===== src/rtl/servo_axis_sched.sv =====
// rtl/servo_axis_sched.sv - Frame-paced pan/tilt servo threshold scheduler, one shared base multiplier.
// Tilt axis sequencing is compiled in only when SERVO_TILT_AXIS_EN is defined.
module servo_axis_sched #(
    parameter int X_CENTER = 160,
    parameter int Y_CENTER = 120,
    parameter int DEADBAND = 24,
    parameter int PWM_MIN  = 500,
    parameter int PWM_MAX  = 2500,
    parameter int PWM_INIT = 1500
) (
    input  logic        clk,
    input  logic        rst_n,
    input  logic        vsync,
    input  logic [11:0] x_pos,
    input  logic [11:0] y_pos,
    input  logic        pos_valid,
    input  logic [15:0] meas_a,
    input  logic [15:0] meas_b,
    output logic [14:0] pwm_thres_x,
    output logic [14:0] pwm_thres_y,
    output logic        upd_x,
    output logic        upd_y,
    output logic        busy,
    output logic [7:0]  overrun_cnt
);

`ifdef SERVO_TILT_AXIS_EN
    typedef enum logic [2:0] {IDLE, MUL_X, UPD_X, MUL_Y, UPD_Y} state_t;
`else
    typedef enum logic [1:0] {IDLE, MUL_X, UPD_X} state_t;
`endif

    localparam logic signed [15:0] XC      = 16'(X_CENTER);
    localparam logic signed [15:0] YC      = 16'(Y_CENTER);
    localparam logic signed [15:0] DB      = 16'(DEADBAND);
    localparam logic signed [15:0] P_MIN   = 16'(PWM_MIN);
    localparam logic signed [15:0] P_MAX   = 16'(PWM_MAX);
    localparam logic [14:0]        P_INIT  = 15'(PWM_INIT);
    localparam logic signed [15:0] ERR_SAT = 16'sd160;

    state_t             state_q, state_d;
    logic               vsync_q, vsync_d;
    logic [11:0]        xp_q, xp_d, ma_q, ma_d;
    logic signed [15:0] base_q, base_d, step_q, step_d;
    logic               add_q, add_d, hold_q, hold_d;
    logic [14:0]        thx_q, thx_d;
    logic               updx_q, updx_d;
    logic               busy_q, busy_d;
    logic [7:0]         ovr_q, ovr_d;
`ifdef SERVO_TILT_AXIS_EN
    logic [11:0]        yp_q, yp_d, mb_q, mb_d;
    logic [14:0]        thy_q, thy_d;
    logic               updy_q, updy_d;
`endif

    logic [11:0]        pos_m, meas_m;
    logic signed [15:0] ctr_m, pos_s, err, err_c, step_w, base_w, sum, clamped;
    logic [23:0]        prod;
    logic               hold_w, add_w, rise, in_seq;

    // Axis operand mux in front of the single shared multiplier
    always_comb begin
`ifdef SERVO_TILT_AXIS_EN
        if (state_q == MUL_Y) begin
            pos_m  = yp_q;
            meas_m = mb_q;
            ctr_m  = YC;
        end else begin
            pos_m  = xp_q;
            meas_m = ma_q;
            ctr_m  = XC;
        end
`else
        pos_m  = xp_q;
        meas_m = ma_q;
        ctr_m  = XC;
`endif
        pos_s   = signed'({4'b0, pos_m});
        err     = (pos_s >= ctr_m) ? (pos_s - ctr_m) : (ctr_m - pos_s);
        err_c   = (err > ERR_SAT) ? ERR_SAT : err;
        step_w  = ((err_c <<< 6) + (err_c <<< 4) + (err_c <<< 3) + (err_c <<< 1)) >>> 5;
        prod    = {12'b0, meas_m} * 24'd2380;
        base_w  = signed'({4'b0, prod[23:12]}) + 16'sd240;
        hold_w  = (err <= DB) || (pos_m == 12'd0) || (pos_s >= (ctr_m <<< 1));
        add_w   = (pos_s < ctr_m);
        sum     = add_q ? (base_q + step_q) : (base_q - step_q);
        clamped = (sum < P_MIN) ? P_MIN : ((sum > P_MAX) ? P_MAX : sum);
    end

    always_comb begin
        state_d = state_q;
        vsync_d = vsync;
        xp_d    = xp_q;
        ma_d    = ma_q;
        base_d  = base_q;
        step_d  = step_q;
        add_d   = add_q;
        hold_d  = hold_q;
        thx_d   = thx_q;
        updx_d  = 1'b0;
        busy_d  = (state_q != IDLE);
        ovr_d   = ovr_q;
`ifdef SERVO_TILT_AXIS_EN
        yp_d    = yp_q;
        mb_d    = mb_q;
        thy_d   = thy_q;
        updy_d  = 1'b0;
`endif
        rise   = vsync & ~vsync_q;
        in_seq = (state_q != IDLE) | busy_q;
        if (rise && in_seq && (ovr_q != 8'hFF)) begin
            ovr_d = ovr_q + 8'd1;
        end
        case (state_q)
            IDLE: begin
                if (rise && !in_seq && pos_valid) begin
                    xp_d    = x_pos;
                    ma_d    = meas_a[15:4];
`ifdef SERVO_TILT_AXIS_EN
                    yp_d    = y_pos;
                    mb_d    = meas_b[15:4];
`endif
                    state_d = MUL_X;
                end
            end
            MUL_X: begin
                base_d  = base_w;
                step_d  = step_w;
                add_d   = add_w;
                hold_d  = hold_w;
                state_d = UPD_X;
            end
            UPD_X: begin
                if (!hold_q) begin
                    thx_d  = clamped[14:0];
                    updx_d = 1'b1;
                end
`ifdef SERVO_TILT_AXIS_EN
                state_d = MUL_Y;
`else
                state_d = IDLE;
`endif
            end
`ifdef SERVO_TILT_AXIS_EN
            MUL_Y: begin
                base_d  = base_w;
                step_d  = step_w;
                add_d   = add_w;
                hold_d  = hold_w;
                state_d = UPD_Y;
            end
            UPD_Y: begin
                if (!hold_q) begin
                    thy_d  = clamped[14:0];
                    updy_d = 1'b1;
                end
                state_d = IDLE;
            end
`endif
            default: state_d = IDLE;
        endcase
    end

    // vsync_q resets high so a strobe already high at reset release is not an edge
    always_ff @(posedge clk) begin
        if (!rst_n) begin
            state_q <= IDLE;
            vsync_q <= 1'b1;
            xp_q    <= '0;
            ma_q    <= '0;
            base_q  <= '0;
            step_q  <= '0;
            add_q   <= 1'b0;
            hold_q  <= 1'b1;
            thx_q   <= P_INIT;
            updx_q  <= 1'b0;
            busy_q  <= 1'b0;
            ovr_q   <= '0;
`ifdef SERVO_TILT_AXIS_EN
            yp_q    <= '0;
            mb_q    <= '0;
            thy_q   <= P_INIT;
            updy_q  <= 1'b0;
`endif
        end else begin
            state_q <= state_d;
            vsync_q <= vsync_d;
            xp_q    <= xp_d;
            ma_q    <= ma_d;
            base_q  <= base_d;
            step_q  <= step_d;
            add_q   <= add_d;
            hold_q  <= hold_d;
            thx_q   <= thx_d;
            updx_q  <= updx_d;
            busy_q  <= busy_d;
            ovr_q   <= ovr_d;
`ifdef SERVO_TILT_AXIS_EN
            yp_q    <= yp_d;
            mb_q    <= mb_d;
            thy_q   <= thy_d;
            updy_q  <= updy_d;
`endif
        end
    end

    assign pwm_thres_x = thx_q;
    assign upd_x       = updx_q;
    assign busy        = busy_q;
    assign overrun_cnt = ovr_q;

`ifdef SERVO_TILT_AXIS_EN
    assign pwm_thres_y = thy_q;
    assign upd_y       = updy_q;
    logic unused_ok;
    assign unused_ok = ^{prod[11:0], clamped[15], meas_a[3:0], meas_b[3:0]};
`else
    assign pwm_thres_y = P_INIT;
    assign upd_y       = 1'b0;
    logic unused_ok;
    assign unused_ok = ^{prod[11:0], clamped[15], meas_a[3:0], meas_b, y_pos};
`endif

endmodule


===== config.mk =====
export PLATFORM = sky130hd
export DESIGN_NAME = servo_axis_sched
export DESIGN_NICKNAME = d
export VERILOG_FILES = /design/src/rtl/servo_axis_sched.sv
export SDC_FILE = /design/constraint.sdc
export NUM_CORES = 1
export LEC_CHECK = 0
export ABC_AREA = 1
export CORE_MARGIN = 1
export CORE_UTILIZATION = 46
export DETAILED_ROUTE_END_ITERATION = 7
export PLACE_DENSITY = 0.69
export SYNTH_ARGS = -nofsm -noshare
export SYNTH_HDL_FRONTEND = slang
export SYNTH_SLANG_ARGS = --single-unit

===== constraint.sdc =====
create_clock -name clk -period 4.24 [get_ports clk]
set_clock_uncertainty 0.05 [all_clocks]
set_input_delay 1.272 -clock clk [delete_from_list [all_inputs] [get_ports clk]]
set_output_delay 1.272 -clock clk [all_outputs]
set_load 0.03 [all_outputs]

## Yosys cells after proc, flatten, opt, wreduce, memory -nomap -nowiden

Cells that the tools add are included.

- Flip-flop bits (word level): 81
- Bits of input ports: 60
- Output and inout port bits: 41

- $mul: 1
- Mux-type cells: 8
- Eq/ne operators: 4
- Bitwise operators: 4
- $lt $le $gt $ge: 7
- Reduce and logical (&&, ||, !) cells: 13
- Add/subtract/negate cells: 9

Operator list:

| operator | number |
|---|---|
| 16-bit adder | 3 |
| 15-bit two-way mux | 3 |
| 16-bit two-way mux | 2 |
| 12-bit by 10-bit multiplier with 22-bit output, second input constant | 1 |
| 16-bit by 11-bit adder with 16-bit output | 1 |
| 16-bit by 13-bit > comparator with 1-bit output, second input constant | 1 |
| 16-bit by 9-bit > comparator with 1-bit output, second input constant | 1 |
| 16-bit by 6-bit <= comparator with 1-bit output, second input constant | 1 |
| 16-bit by 10-bit less-than comparator with 1-bit output, second input constant | 1 |
| 16-bit by 11-bit subtractor with 16-bit output | 1 |
| 12-bit by 8-bit adder with 13-bit output, second input constant | 1 |
| 12-bit by 8-bit subtractor with 13-bit output, second input constant | 1 |
| 8-bit by 12-bit subtractor with 13-bit output, first input constant | 1 |
| 12-bit by 8-bit >= comparator with 1-bit output, second input constant | 1 |
| 12-bit by 9-bit >= comparator with 1-bit output, second input constant | 1 |
| 12-bit zero test | 1 |
| 12-bit by 8-bit less-than comparator with 1-bit output, second input constant | 1 |
| 8-bit by 1-bit adder with 8-bit output, second input constant | 1 |
| 8-bit != test, second input constant | 1 |
| 2-bit AND reduction | 3 |
| 1-bit logical AND | 4 |
| 2-bit one-hot mux with 2 select lines | 1 |
| 2-bit by 1-bit == test with 1-bit output, second input constant | 1 |
| 2-bit == test, second input constant | 1 |
| other kinds (10) | 12 |

## Depth between registers and ports, before layout

Gate-level depths: netlist of run 1.

- Word-level depth: 7
- Gate-level depth with buffers: 37
- Gate-level depth less buffers: 36

## Worst setup path before layout of run 1

Ideal clock, no wire load.

- Kind: register to register
- From: register xp_q[5], in the netlist pos_m[5]
- To: register, netlist name step_q[10]
- Library setup time: 109 ps
- Data arrival time: 4459 ps
- Period minus slack after synthesis: 4618 ps
- Cell stages (with the launch flop): 35
- Path slack: -378 ps
- Path buffers: 1
- Cells stage by stage: dfxtp_1 -> inv_1 -> ha_1 -> o21ai_4 -> inv_2 -> nand2_4 -> nor2_4 -> buf_6 -> nand2_4 -> nor2_4 -> a21oi_2 -> nand2_1 -> nor2_2 -> nand2_2 -> nand2_8 -> inv_4 -> nor2_8 -> inv_2 -> fa_1 -> inv_1 -> fa_1 -> ha_1 -> nand2_1 -> o21ai_0 -> nand2_1 -> nand2_1 -> a21oi_1 -> o21ai_0 -> nand2_1 -> nand2_1 -> nand2_1 -> nand3b_1 -> nand3_1 -> nand2_1 -> inv_1

- Cells in the longest elaborated chain, start to end: 7

Ends and longest elaborated chain:

| item | RTL line | RTL |
|---|---|---|
| start: declaration | 43 | `logic [11:0] xp_q, xp_d, ma_q, ma_d;` |
| start signal: assignment | 188 | `xp_q <= xp_d;` |
| 8-bit by 12-bit subtractor with 13-bit output, or another cell as far along | 79 | `err = (pos_s >= ctr_m) ? (pos_s - ctr_m) : (ctr_m - pos_s);` |
| 16-bit two-way mux * | 79 |  |
| 16-bit by 9-bit > comparator with 1-bit output | 80 | `err_c = (err > ERR_SAT) ? ERR_SAT : err;` |
| 15-bit two-way mux * | 80 |  |
| 16-bit adder (2 in a row) | 81 | `step_w = ((err_c <<< 6) + (err_c <<< 4) + (err_c <<< 3) + (err_c <<< 1)) >>> 5;` |
| 16-bit adder * | 81 |  |

Every way passes the cells marked *; elsewhere a longest branch is shown, timed or not.
A chain may end at the register's enable or synchronous reset.

## Final worst setup path of run 1

- From: register ma_q[4]
- To: register base_q[6]

- Cells in the longest elaborated chain, start to end: 2

Ends and longest elaborated chain:

| item | RTL line | RTL |
|---|---|---|
| start: declaration | 43 |  |
| start signal: assignment | 189 | `ma_q <= ma_d;` |
| 12-bit by 10-bit multiplier with 22-bit output | 82 | `prod = {12'b0, meas_m} * 24'd2380;` |
| 12-bit by 8-bit adder with 13-bit output | 83 | `base_w = signed'({4'b0, prod[23:12]}) + 16'sd240;` |
| end signal: assignment | 190 | `base_q <= base_d;` |
| end: declaration | 44 | `logic signed [15:0] base_q, base_d, step_q, step_d;` |

Every way passes these cells.

==> impl_metrics.tcl, run 1 <==
set metrics [dict create \
    drc 0 \
    vdd_drop_max_v 0.000238 \
    ys_types 44 \
    synth_seq_cells 78 \
    wl_met2_um 10400 \
    m1WireLength_um 8870 \
    critPathMostFrequentCell "ha_4" \
    ant_nets 0 \
    cts-buffers-inserted 9 \
    worstPathRequired_ns 4.43 \
    synth_top_cell_area_share 0.189 \
    finalNetCount 1619 \
    worstSkewPairLatency_ns 0.36 \
    muxShareOfSynthArea 0 \
    p_sw_w 0.00125 \
    via_per_inst 4.85 \
    cts_tree "done" \
    htreeDepth 3 \
    dieArea_um2 18500 \
    slew_headroom 0.281 \
    finalWorstSetupSlack_ns -0.0988 \
    syn2layout_area_growth_pct 32.0 \
    clk_path_buf_depth 2 \
    critical_path.top_delay_family "adder cells" \
    final_area_um2 10900 \
    totalWireLength_um 20100 \
    drive_above_1_share 0.220 \
    yosysSeqAreaShare 0.189 \
    crit_path_start_kind "register" \
    top_layer "met4" \
    seqPwrFrac 0.238 \
    synth_async_sr_flop_share 0 \
    cp.arrival_ns 4.53 \
    crit_path_top_delay_cell "fa_1" \
    min_period_over_period 1.02 \
    yosys.area_share.adder 0.253 \
    hold_violations 0 \
    power_frac_clock 0.244 \
    combPwrFrac 0.518 \
    row_count 48 \
    root_buffer "clkbuf_16" \
    fp.dieW_um 136 \
    critPathMaxStageDelay_ns 0.57 \
    sw_frac_of_total 0.391 \
    grt_pass1_wl_um 32100 \
    syn_area_um2 8280 \
    start_util 0.475 \
    wl_met3_um 504 \
    core_area_um2 17400 \
    cp-end-kind "register" \
    drv_cap 0 \
    crit_chain "ha_4, ha_4, inv_2, fa_1, fa_1, inv_2, fa_1, ha_4, a21o_1, a21oi_2, nor2_1, nor2_1, nand2_1, nand2_1, nand2_2, ha_4, buf_6, nand2_2, nand2_1, o221ai_1, inv_1" \
    dp_hpwl_um 15000 \
    holdBufCountCts 0 \
    tightest_slew_ns 1.08 \
    synth-compound-area-share 0.122 \
    clk_pin_slew_ns 0.07 \
    clock.fmax_mhz 230 \
    grt.total_usage 0.214 \
    crit_type "register to register" \
    synth-xor-area-share 0.0349 \
    setup_tns_ns -0.381 \
    clock-sinks 78 \
    syn_area_per_cell_um2 6.71 \
    synth_top_family_by_area "simple AND/OR/NAND/NOR gates" \
    die_h_um 136 \
    drtIter0Drc 298 \
    outcome "finished, violations left" \
    placed_area_um2 9800 \
    drt-wirelength-per-cell_um 12.2 \
    finalSetupViolCount 7 \
    vias 7981 \
    crit_path_max_fanout 4 \
    ios 101 \
    antenna_found_initial 0 \
    synth_ff_type "dfxtp_1" \
    synthTopCellsByArea "dfxtp_1 (19%), ha_1 (16%), nand2_1 (12%)" \
    synth-edff-count 0 \
    synthSimpleGateAreaFrac 0.264 \
    power-per-cell-area_nw_per_um2 293 \
    slew_viol_final 0 \
    first_pass_iters 5 \
    first_global_vias 7420 \
    rsz0062_at_grt "true" \
    path_buf_inv 4 \
    place_congestion 0.896 \
    synth_common_cells "nand2_1 (258), inv_1 (225), nor2_1 (135), ha_1 (108), a21oi_1 (89)" \
    whs_ns 0.387 \
    port_buffers 52 \
    yosysMostFrequentCell "nand2_1" \
    fin_crit_ns 4.34 \
    diodes 0 \
    netlist.top_cell.by_area "dfxtp_1" \
    fin_util 0.627 \
    yosysWarnings 0 \
    grt_overflow_total 0 \
    p_leak_nw 5.68 \
    grt_max_degree 46 \
    violations "negative setup slack" \
    p_int_w 0.00195 \
    syn_inst 1233 \
    hold_path.class "register to register" \
]
-- area by class of cell --
class	instances	area, µm²
Tap cell	225	282
Timing Repair Buffer	194	1620
Fill cell	1544	6490
Clock buffer	9	225
Multi-Input combinational cell	891	6230
Clock inverter	7	70.1
Inverter	240	916
Sequential cell	78	1580
-- cell usage in the layout (no fill, tap or decap), types with 16 or more instances in the layout --
| cell | synthesis | final |
|---|---|---|
| dfxtp_1 | 78 | 71 |
| a21oi_1 | 89 | 75 |
| nand3_1 | 54 | 48 |
| xor2_1 | 24 | 22 |
| nor2_1 | 135 | 126 |
| inv_1 | 225 | 212 |
| ha_4 | 0 | 23 |
| fa_1 | 37 | 35 |
| inv_2 | 12 | 22 |
| conb_1 | 2 | 16 |
| buf_4 | 17 | 136 |
| ha_1 | 108 | 84 |
| o21ai_0 | 77 | 62 |
| nand2_2 | 9 | 21 |
| nand2_1 | 258 | 239 |
| clkdlybuf4s50_1 | 0 | 52 |
-- routing by layer --
layer	vias up	GRT usage
met5	-	0
met4	0	0.0475
met3	26	0.0295
met2	136	0.402
met1	3618	0.256
li1	4201	-
-- worst register-to-register path, delay by kind of cell (launching register included) --
family          cells  cell delay [ns]
simple gates        7             0.53
buf+inv             4             0.25
flops               1             0.34
fa+ha+maj           7             2.51
compound gates      3             0.54
-- power by group through the flow --
| stage | registers [W] | logic [W] | clock network, W |
|---|---|---|---|
| global placement | 0.000776 | 0.00135 | 0 |
| detailed placement | 0.000777 | 0.00137 | 0 |
| finish | 0.000760 | 0.00166 | 0.000779 |
| global route | 0.000762 | 0.00184 | 0.000818 |
| CTS | 0.000759 | 0.00155 | 0.000789 |
| floorplan | 0.000776 | 0.000944 | 0 |
-- logic make-up (layout without fill, tap and decap cells) --
kind of cell / count (synthesis) / count (layout)
AOI/OAI and AO/OA: 189 / 189
xor gates and xnor gates: 33 / 33
adders and majority gates: 145 / 145
buffers and inverters: 279 / 450
DFF: 78 / 78
other: 2 / 16
and+or+nand+nor: 507 / 508
-- flip-flops by register name, indices dropped and copies added (netlist names) --
signal,flops
vsync_q,1
upd_x,1
pwm_thres_x,15
base_q,13
state_q,2
busy,1
add_q,1
hold_q,1
overrun_cnt,8
ma_q,12
pos_m,12
step_q,11
-- metrics by stage --
step	power, W	worst slack [ns]	std cells
after global routing	0.00342	-0.369	1644
after CTS	0.00310	-0.101	1636
after global placement	0.00212	-0.291	1597
after detailed placement	0.00215	-0.356	1597
final	0.00320	-0.0988	1644
after floorplan	0.00172	0.00911	1247
-- path summary, 6_finish.rpt --
path                                                   start                      endpoint  slack [ns]  depth (start not counted)
worst max-delay path                    ma_q[4]$_SDFFE_PN0P_        base_q[6]$_SDFFE_PN0N_        -0.1                         21
worst min-delay path            pwm_thres_x[14]$_SDFFE_PN0P_  pwm_thres_x[14]$_SDFFE_PN0P_        0.39                          2
worst max register to register          ma_q[4]$_SDFFE_PN0P_        base_q[6]$_SDFFE_PN0N_        -0.1                         21
worst min register to register  pwm_thres_x[14]$_SDFFE_PN0P_  pwm_thres_x[14]$_SDFFE_PN0P_        0.39                          2
-- what timing repair did --
item / 4_1_cts / 5_1_grt
buffers inserted: 22 / 9
gates cloned: 1 / 0
pin swaps: 56 / 68
setup endpoints to repair: 12 / 15
gates resized for setup: 74 / 58
Note: power is estimated with default switching activity, not from simulation.
==> inputs of run 2 (changes only) <==
--- a/config.mk
+++ b/config.mk
@@ -9,7 +9,8 @@
 export CORE_MARGIN = 1
 export CORE_UTILIZATION = 46
 export DETAILED_ROUTE_END_ITERATION = 7
-export PLACE_DENSITY = 0.69
+export GPL_TIMING_DRIVEN = 0
+export PLACE_DENSITY = 0.66
 export SYNTH_ARGS = -nofsm -noshare
 export SYNTH_HDL_FRONTEND = slang
 export SYNTH_SLANG_ARGS = --single-unit
==> constraint.sdc (replaced) <==
create_clock -name clk -period 5.5 [get_ports clk]
set_clock_uncertainty 0.05 [all_clocks]
set_input_delay 1.65 -clock clk [delete_from_list [all_inputs] [get_ports clk]]
set_output_delay 1.65 -clock clk [all_outputs]
set_load 0.03 [all_outputs]
==> run 2 against run 1 <==
  * The run now ends clean
  * Die area unchanged
  * Via count decreased by 6.6%
  * Critical path depth is 7 higher
  * Utilization shrank 8.5 points
  * Design area fell by 14%
  * Non-clock buffer count down 104
  * Sequential share of layout area grew 2.1 points
  * Final cell count down 6.4%
  * Register-to-register slack gained 0.58 ns
  * Power is 35% lower
  * Critical path type unchanged
==> impl_metrics.tcl, run 2 (synthesis gave the netlist of run 1 again) <==
set metrics [dict create \
    min_period_over_period 0.913 \
    critPathMaxStageDelay_ns 0.50 \
    p_leak_nw 5.05 \
    first_global_vias 6997 \
    drtIter0Drc 295 \
    via_per_inst 4.84 \
    cts-buffers-inserted 9 \
    grt_pass1_wl_um 32000 \
    setup_tns_ns 0 \
    largest_register_ffs 15 \
    cp.arrival_ns 5.22 \
    outcome "finished clean" \
    clock-sinks 78 \
    die_h_um 136 \
    crit_type "register to register" \
    final_common_cell "nand2_1" \
    clk_pin_slew_ns 0.07 \
    fin_crit_ns 5.02 \
    vias 7454 \
    vdd_drop_max_v 0.000179 \
    dieArea_um2 18500 \
    worstPathRequired_ns 5.70 \
    finalNetCount 1514 \
    crit_path_start_kind "register" \
    syn2layout_area_growth_pct 14.1 \
    rsz0062_at_grt "false" \
    totalWireLength_um 18600 \
    clk_path_buf_depth 2 \
    grt_overflow_total 0 \
    crit_path_max_fanout 10 \
    pre_cts_slack_ns 0.261 \
    diodes 0 \
    holdBufCountCts 0 \
    clock.fmax_mhz 199 \
    layoutNonFillerInstCount 1539 \
    grt_max_degree 17 \
    start_util 0.475 \
    htreeDepth 3 \
    crit_path_top_delay_cell "fa_1" \
    root_buffer "clkbuf_16" \
    path_buf_inv 7 \
    cts_tree "done" \
    dp_cells 1523 \
    critical_path.top_delay_family "adder cells" \
    port_buffers 51 \
    ff2ff_path_depth 28 \
    ant_nets 0 \
    first_pass_iters 5 \
    hold_depth 2 \
    finalWorstSetupSlack_ns 0.480 \
    slew_headroom 0.471 \
    worstSkewPairLatency_ns 0.35 \
    place_congestion 0.930 \
    n_fill_cell 1777 \
    ios 101 \
    dp_hpwl_um 15600 \
    drive_above_1_share 0.0654 \
    slew_viol_final 0 \
    drv_cap 0 \
    finalSetupViolCount 0 \
    row_count 48 \
    hold_violations 0 \
    drt-wirelength-per-cell_um 12.1 \
    grt.total_usage 0.217 \
    layout_common_cells "nand2_1 (258), inv_1 (225), nor2_1 (135)" \
    antenna_found_initial 1 \
    fp.dieW_um 136 \
    cp-end-kind "register" \
    power-per-cell-area_nw_per_um2 222 \
    hold_path.class "register to register" \
    core_area_um2 17400 \
    cp.depth 28 \
    tightest_slew_ns 0.794 \
    drc 0 \
]
run 2: changes by cell type in the layout (fill, tap and decap cells not counted), moves of 13 or more:
cell      previous run  this run
a21oi_1             75        89
buf_4              136        17
clkbuf_1             0        19
ha_1                84       108
ha_4                23         0
inv_1              212       225
nand2_1            239       258
o21ai_0             62        75
run 2: metal layers:
metal	global-route usage	share of wire
met1	0.284	0.49
met4	0.0593	0.016
met3	0.0350	0.031
met5	0	0
met2	0.368	0.46
run 2: where the power goes:
part	leakage, nW	switching (W)	internal (W)
clock network	0.151	0.000273	0.000363
registers	0.632	0.0000141	0.000576
logic	4.27	0.000522	0.000344
run 2: final timing paths:
path	to	from	slack, ns
max	step_q[9]$_SDFFE_PN0N_	pos_m[6]$_SDFFE_PN0P_	0.48
min	pwm_thres_x[12]$_SDFFE_PN0P_	pwm_thres_x[12]$_SDFFE_PN0P_	0.39
max reg2reg	step_q[9]$_SDFFE_PN0N_	pos_m[6]$_SDFFE_PN0P_	0.48
min reg2reg	pwm_thres_x[12]$_SDFFE_PN0P_	pwm_thres_x[12]$_SDFFE_PN0P_	0.39
run 2: tightest hold or removal path: cells and delay by family (launching register included):
family,cells,cell delay (ns)
AND/OR/NAND/NOR,2,0.09
flip-flops,1,0.31
run 2: through the flow:
step                       util  hold WS [ns]  power [W]  area [µm²]
after floorplan               -         0.392    0.00129        8330
after global placement    0.524         0.378    0.00146        9120
after detailed placement  0.524         0.389    0.00147        9120
after CTS                 0.542         0.401    0.00212        9440
after global routing      0.542         0.423    0.00227        9440
final                     0.542         0.394    0.00209        9440
run 2: area by class of cell:
class / count / area, µm² / share of cell area
Sequential cell: 78 / 1560 / 0.166
Timing Repair Buffer: 51 / 510 / 0.0541
Clock inverter: 7 / 91.3 / 0.00967
Clock buffer: 9 / 225 / 0.0239
Inverter: 240 / 903 / 0.0957
Multi-Input combinational cell: 890 / 5640 / 0.597
Buffer: 39 / 226 / 0.0240
Tap cell: 225 / 282 / 0.0298
run 2: what timing repair did:
action / 4_1_cts / 5_1_grt
resized for setup: 0 / 4
setup buffers: 0 / 0
endpoints found under the setup margin: 0 / 3
==> inputs of run 3 (changes only) <==
--- a/config.mk
+++ b/config.mk
@@ -5,12 +5,11 @@
 export SDC_FILE = /design/constraint.sdc
 export NUM_CORES = 1
 export LEC_CHECK = 0
-export ABC_AREA = 1
 export CORE_MARGIN = 1
-export CORE_UTILIZATION = 46
+export CORE_UTILIZATION = 50
 export DETAILED_ROUTE_END_ITERATION = 7
 export GPL_TIMING_DRIVEN = 0
-export PLACE_DENSITY = 0.66
+export PLACE_DENSITY = 0.72
 export SYNTH_ARGS = -nofsm -noshare
 export SYNTH_HDL_FRONTEND = slang
 export SYNTH_SLANG_ARGS = --single-unit
==> run 3 against run 2 <==
  * Synthesized cell count decreased by 26%
  * First-iteration DRC count increased by 43%
  * Sequential power decreased by 0.7%
  * Via count decreased by 13%
  * Critical path type unchanged
  * Non-clock buffer count increased by 21
  * Clock-buffer cell count unchanged
  * Routed wire length decreased by 7.2%
  * Flip-flop and latch count unchanged
  * Sequential share of layout area increased by 1.0 points
==> impl_metrics.tcl, run 3 <==
set metrics [dict create \
    grt_max_degree 15 \
    cts_tree "done" \
    fin_crit_ns 5.38 \
    fp.dieW_um 124 \
    root_buffer "clkbuf_16" \
    grt.total_usage 0.223 \
    power_frac_clock 0.333 \
    ys_types 72 \
    layout_common_cells "inv_1 (113), nand2_1 (107), ha_1 (105)" \
    clock.fmax_mhz 186 \
    grt_overflow_total 0 \
    antenna_found_initial 0 \
    crit_type "register to register" \
    tightest_slew_ns 0.892 \
    p_leak_nw 4.28 \
    hold_depth 2 \
    timing.rr.start "pos_m[0]$_SDFFE_PN0P_" \
    worstPathRequired_ns 5.64 \
    worst_r2r_endpoint "step_q[10]$_SDFFE_PN0N_" \
    cp-end-kind "register" \
    first_pass_iters 5 \
    hold_path.class "register to register" \
    sw_frac_of_total 0.332 \
    clk_pin_slew_ns 0.06 \
    slew_headroom 0.401 \
    synth_ff_type "dfxtp_1" \
    whs_ns 0.409 \
    seqPwrFrac 0.304 \
    vdd_drop_max_v 0.000170 \
    clk_path_buf_depth 2 \
    drtIter0Drc 422 \
    final_common_cell "inv_1" \
    totalWireLength_um 17200 \
    die_h_um 124 \
    vias 6464 \
    ant_nets 0 \
    syn_area_per_cell_um2 8.11 \
    hold_start "base_q[10]$_SDFFE_PN0N_" \
    grt_pass1_wl_um 27000 \
    drv_cap 0 \
    drive_above_1_share 0.125 \
    core_area_um2 14500 \
    yosysSeqAreaShare 0.210 \
    syn_inst 918 \
    cts-buffers-inserted 9 \
    syn_area_um2 7440 \
    crit_path_max_fanout 5 \
    p_sw_w 0.000639 \
    worstSkewPairLatency_ns 0.33 \
    power-per-cell-area_nw_per_um2 214 \
    via_per_inst 5.38 \
    setup_tns_ns 0 \
    min_period_over_period 0.978 \
    place_congestion 0.858 \
    start_util 0.512 \
    first_global_vias 5833 \
    finalSetupViolCount 0 \
    drc 0 \
    min_to "base_q[10]$_SDFFE_PN0N_" \
    slew_viol_final 0 \
    largest_register_ffs 15 \
    layoutNonFillerInstCount 1202 \
    netlist.top_cell.by_area "dfxtp_1" \
    n_fill_cell 1280 \
    dieArea_um2 15400 \
    ios 101 \
    p_int_w 0.00129 \
    ff2ff_path_depth 26 \
    yosysWarnings 0 \
    drt-wirelength-per-cell_um 14.3 \
    finalNetCount 1218 \
    port_buffers 52 \
    synth_top_cell_area_share 0.210 \
    clock-sinks 78 \
    synth-edff-count 0 \
    syn2layout_area_growth_pct 20.8 \
    synth_async_sr_flop_share 0 \
    synth_seq_cells 78 \
    hold_violations 0 \
    outcome "finished clean" \
    r2r_setup_slack_ns 0.12 \
    yosysMostFrequentCell "inv_1" \
    htreeDepth 3 \
    row_count 44 \
    diodes 0 \
    dp_cells 1168 \
    dp_hpwl_um 13100 \
    crit_path_start_kind "register" \
    synth_common_cells "inv_1 (118), ha_1 (108), nand2_1 (108), dfxtp_1 (78), a21oi_1 (75)" \
    combPwrFrac 0.362 \
    synthTopCellsByArea "dfxtp_1 (21%), ha_1 (18%), fa_1 (10%)" \
    cp.arrival_ns 5.52 \
]
-- run 3: power groups by stage --
stage	Combinational (W)	Clock [W]	Sequential [W]
final	0.000698	0.000641	0.000586
after global routing	0.000782	0.000674	0.000587
after CTS	0.000638	0.000651	0.000586
after detailed placement	0.000600	0	0.000599
after global placement	0.000595	0	0.000599
after floorplan	0.000473	0	0.000595
-- run 3: final cells by class --
type / instances / area (µm²) / share of cell area
multi-input cells: 694 / 5510 / 0.613
well taps: 184 / 230 / 0.0256
flip-flops and latches: 78 / 1580 / 0.176
clock inverters: 7 / 96.3 / 0.0107
inverters: 119 / 449 / 0.0500
clock buffers: 9 / 225 / 0.0250
repair buffers: 71 / 661 / 0.0735
plain buffers: 40 / 240 / 0.0267
-- run 3: worst max-delay path by stage --
| stage | start | endpoint | slack [ns] |
|---|---|---|---|
| 2_1_floorplan | pos_m[8]$_SDFFE_PN0P_ | step_q[10]$_SDFFE_PN0N_ | 0.01 |
| 3_3_place_gp | pos_m[8]$_SDFFE_PN0P_ | step_q[10]$_SDFFE_PN0N_ | -0.82 |
| 3_5_place_dp | pos_m[8]$_SDFFE_PN0P_ | step_q[10]$_SDFFE_PN0N_ | -0.77 |
| 4_1_cts | pos_m[0]$_SDFFE_PN0P_ | step_q[10]$_SDFFE_PN0N_ | 0.01 |
| 5_1_grt | pos_m[11]$_SDFFE_PN0P_ | step_q[9]$_SDFFE_PN0N_ | -0.12 |
| 6_report | pos_m[0]$_SDFFE_PN0P_ | step_q[10]$_SDFFE_PN0N_ | 0.12 |
-- run 3: metal layers --
layer / GRT usage / wire (µm)
met5: 0 / 0
met4: 0.0476 / 269
met3: 0.0385 / 752
met2: 0.377 / 8200
met1: 0.298 / 8000
-- run 3: critical path, stage by stage, from the launching register on --
cell and delay, ns:
dfxtp_4 0.40, inv_4 0.06, ha_4 0.17, and3b_2 0.23, a31oi_4 0.25, o31ai_2 0.12, xor2_1 0.30, a41oi_2 0.18
o21ai_2 0.17, a32oi_2 0.17, buf_4 0.19, nor2_4 0.14, inv_2 0.05, fa_1 0.50, inv_1 0.05, fa_1 0.54
ha_4 0.23, nor2b_4 0.13, o21ai_2 0.17, a21boi_2 0.08, o21ai_1 0.16, nand2b_1 0.10, a21o_1 0.17, a21o_1 0.19
a31oi_4 0.21, xnor2_2 0.14, a211oi_2 0.08
-- run 3: kinds of logic (layout without fill, tap and decap cells) --
logic type               count (synthesis)  after routing  synth area share
multiplexers                             3              3           0.00420
flip-flops                              78             78             0.210
AND/OR/NAND/NOR                        279            279             0.177
XOR/XNOR                                54             54            0.0635
other                                    2             16           0.00101
buffers and inverters                  160            246            0.0914
AO/OA/AOI/OAI                          196            196             0.171
adder cells (fa/ha/maj)                146            146             0.282
-- run 3: through the flow --
step / cell area [µm²] / total power (W) / setup slack, ns / utilization
after global placement: 8270 / 0.00119 / -0.819 / 0.569
after floorplan: 7510 / 0.00107 / 0.0131 / -
final: 8990 / 0.00193 / 0.120 / 0.619
after CTS: 8740 / 0.00188 / 0.0121 / 0.601
after detailed placement: 8270 / 0.00120 / -0.765 / 0.569
after global routing: 8990 / 0.00204 / -0.115 / 0.619
-- run 3: timing repair --
| item | CTS | global route |
|---|---|---|
| cloned | 1 | 0 |
| endpoints found under the setup margin | 7 | 10 |
| hold buffers | 0 | 0 |
| setup buffers | 9 | 9 |
| pin swaps | 8 | 26 |
| resized for setup | 23 | 51 |
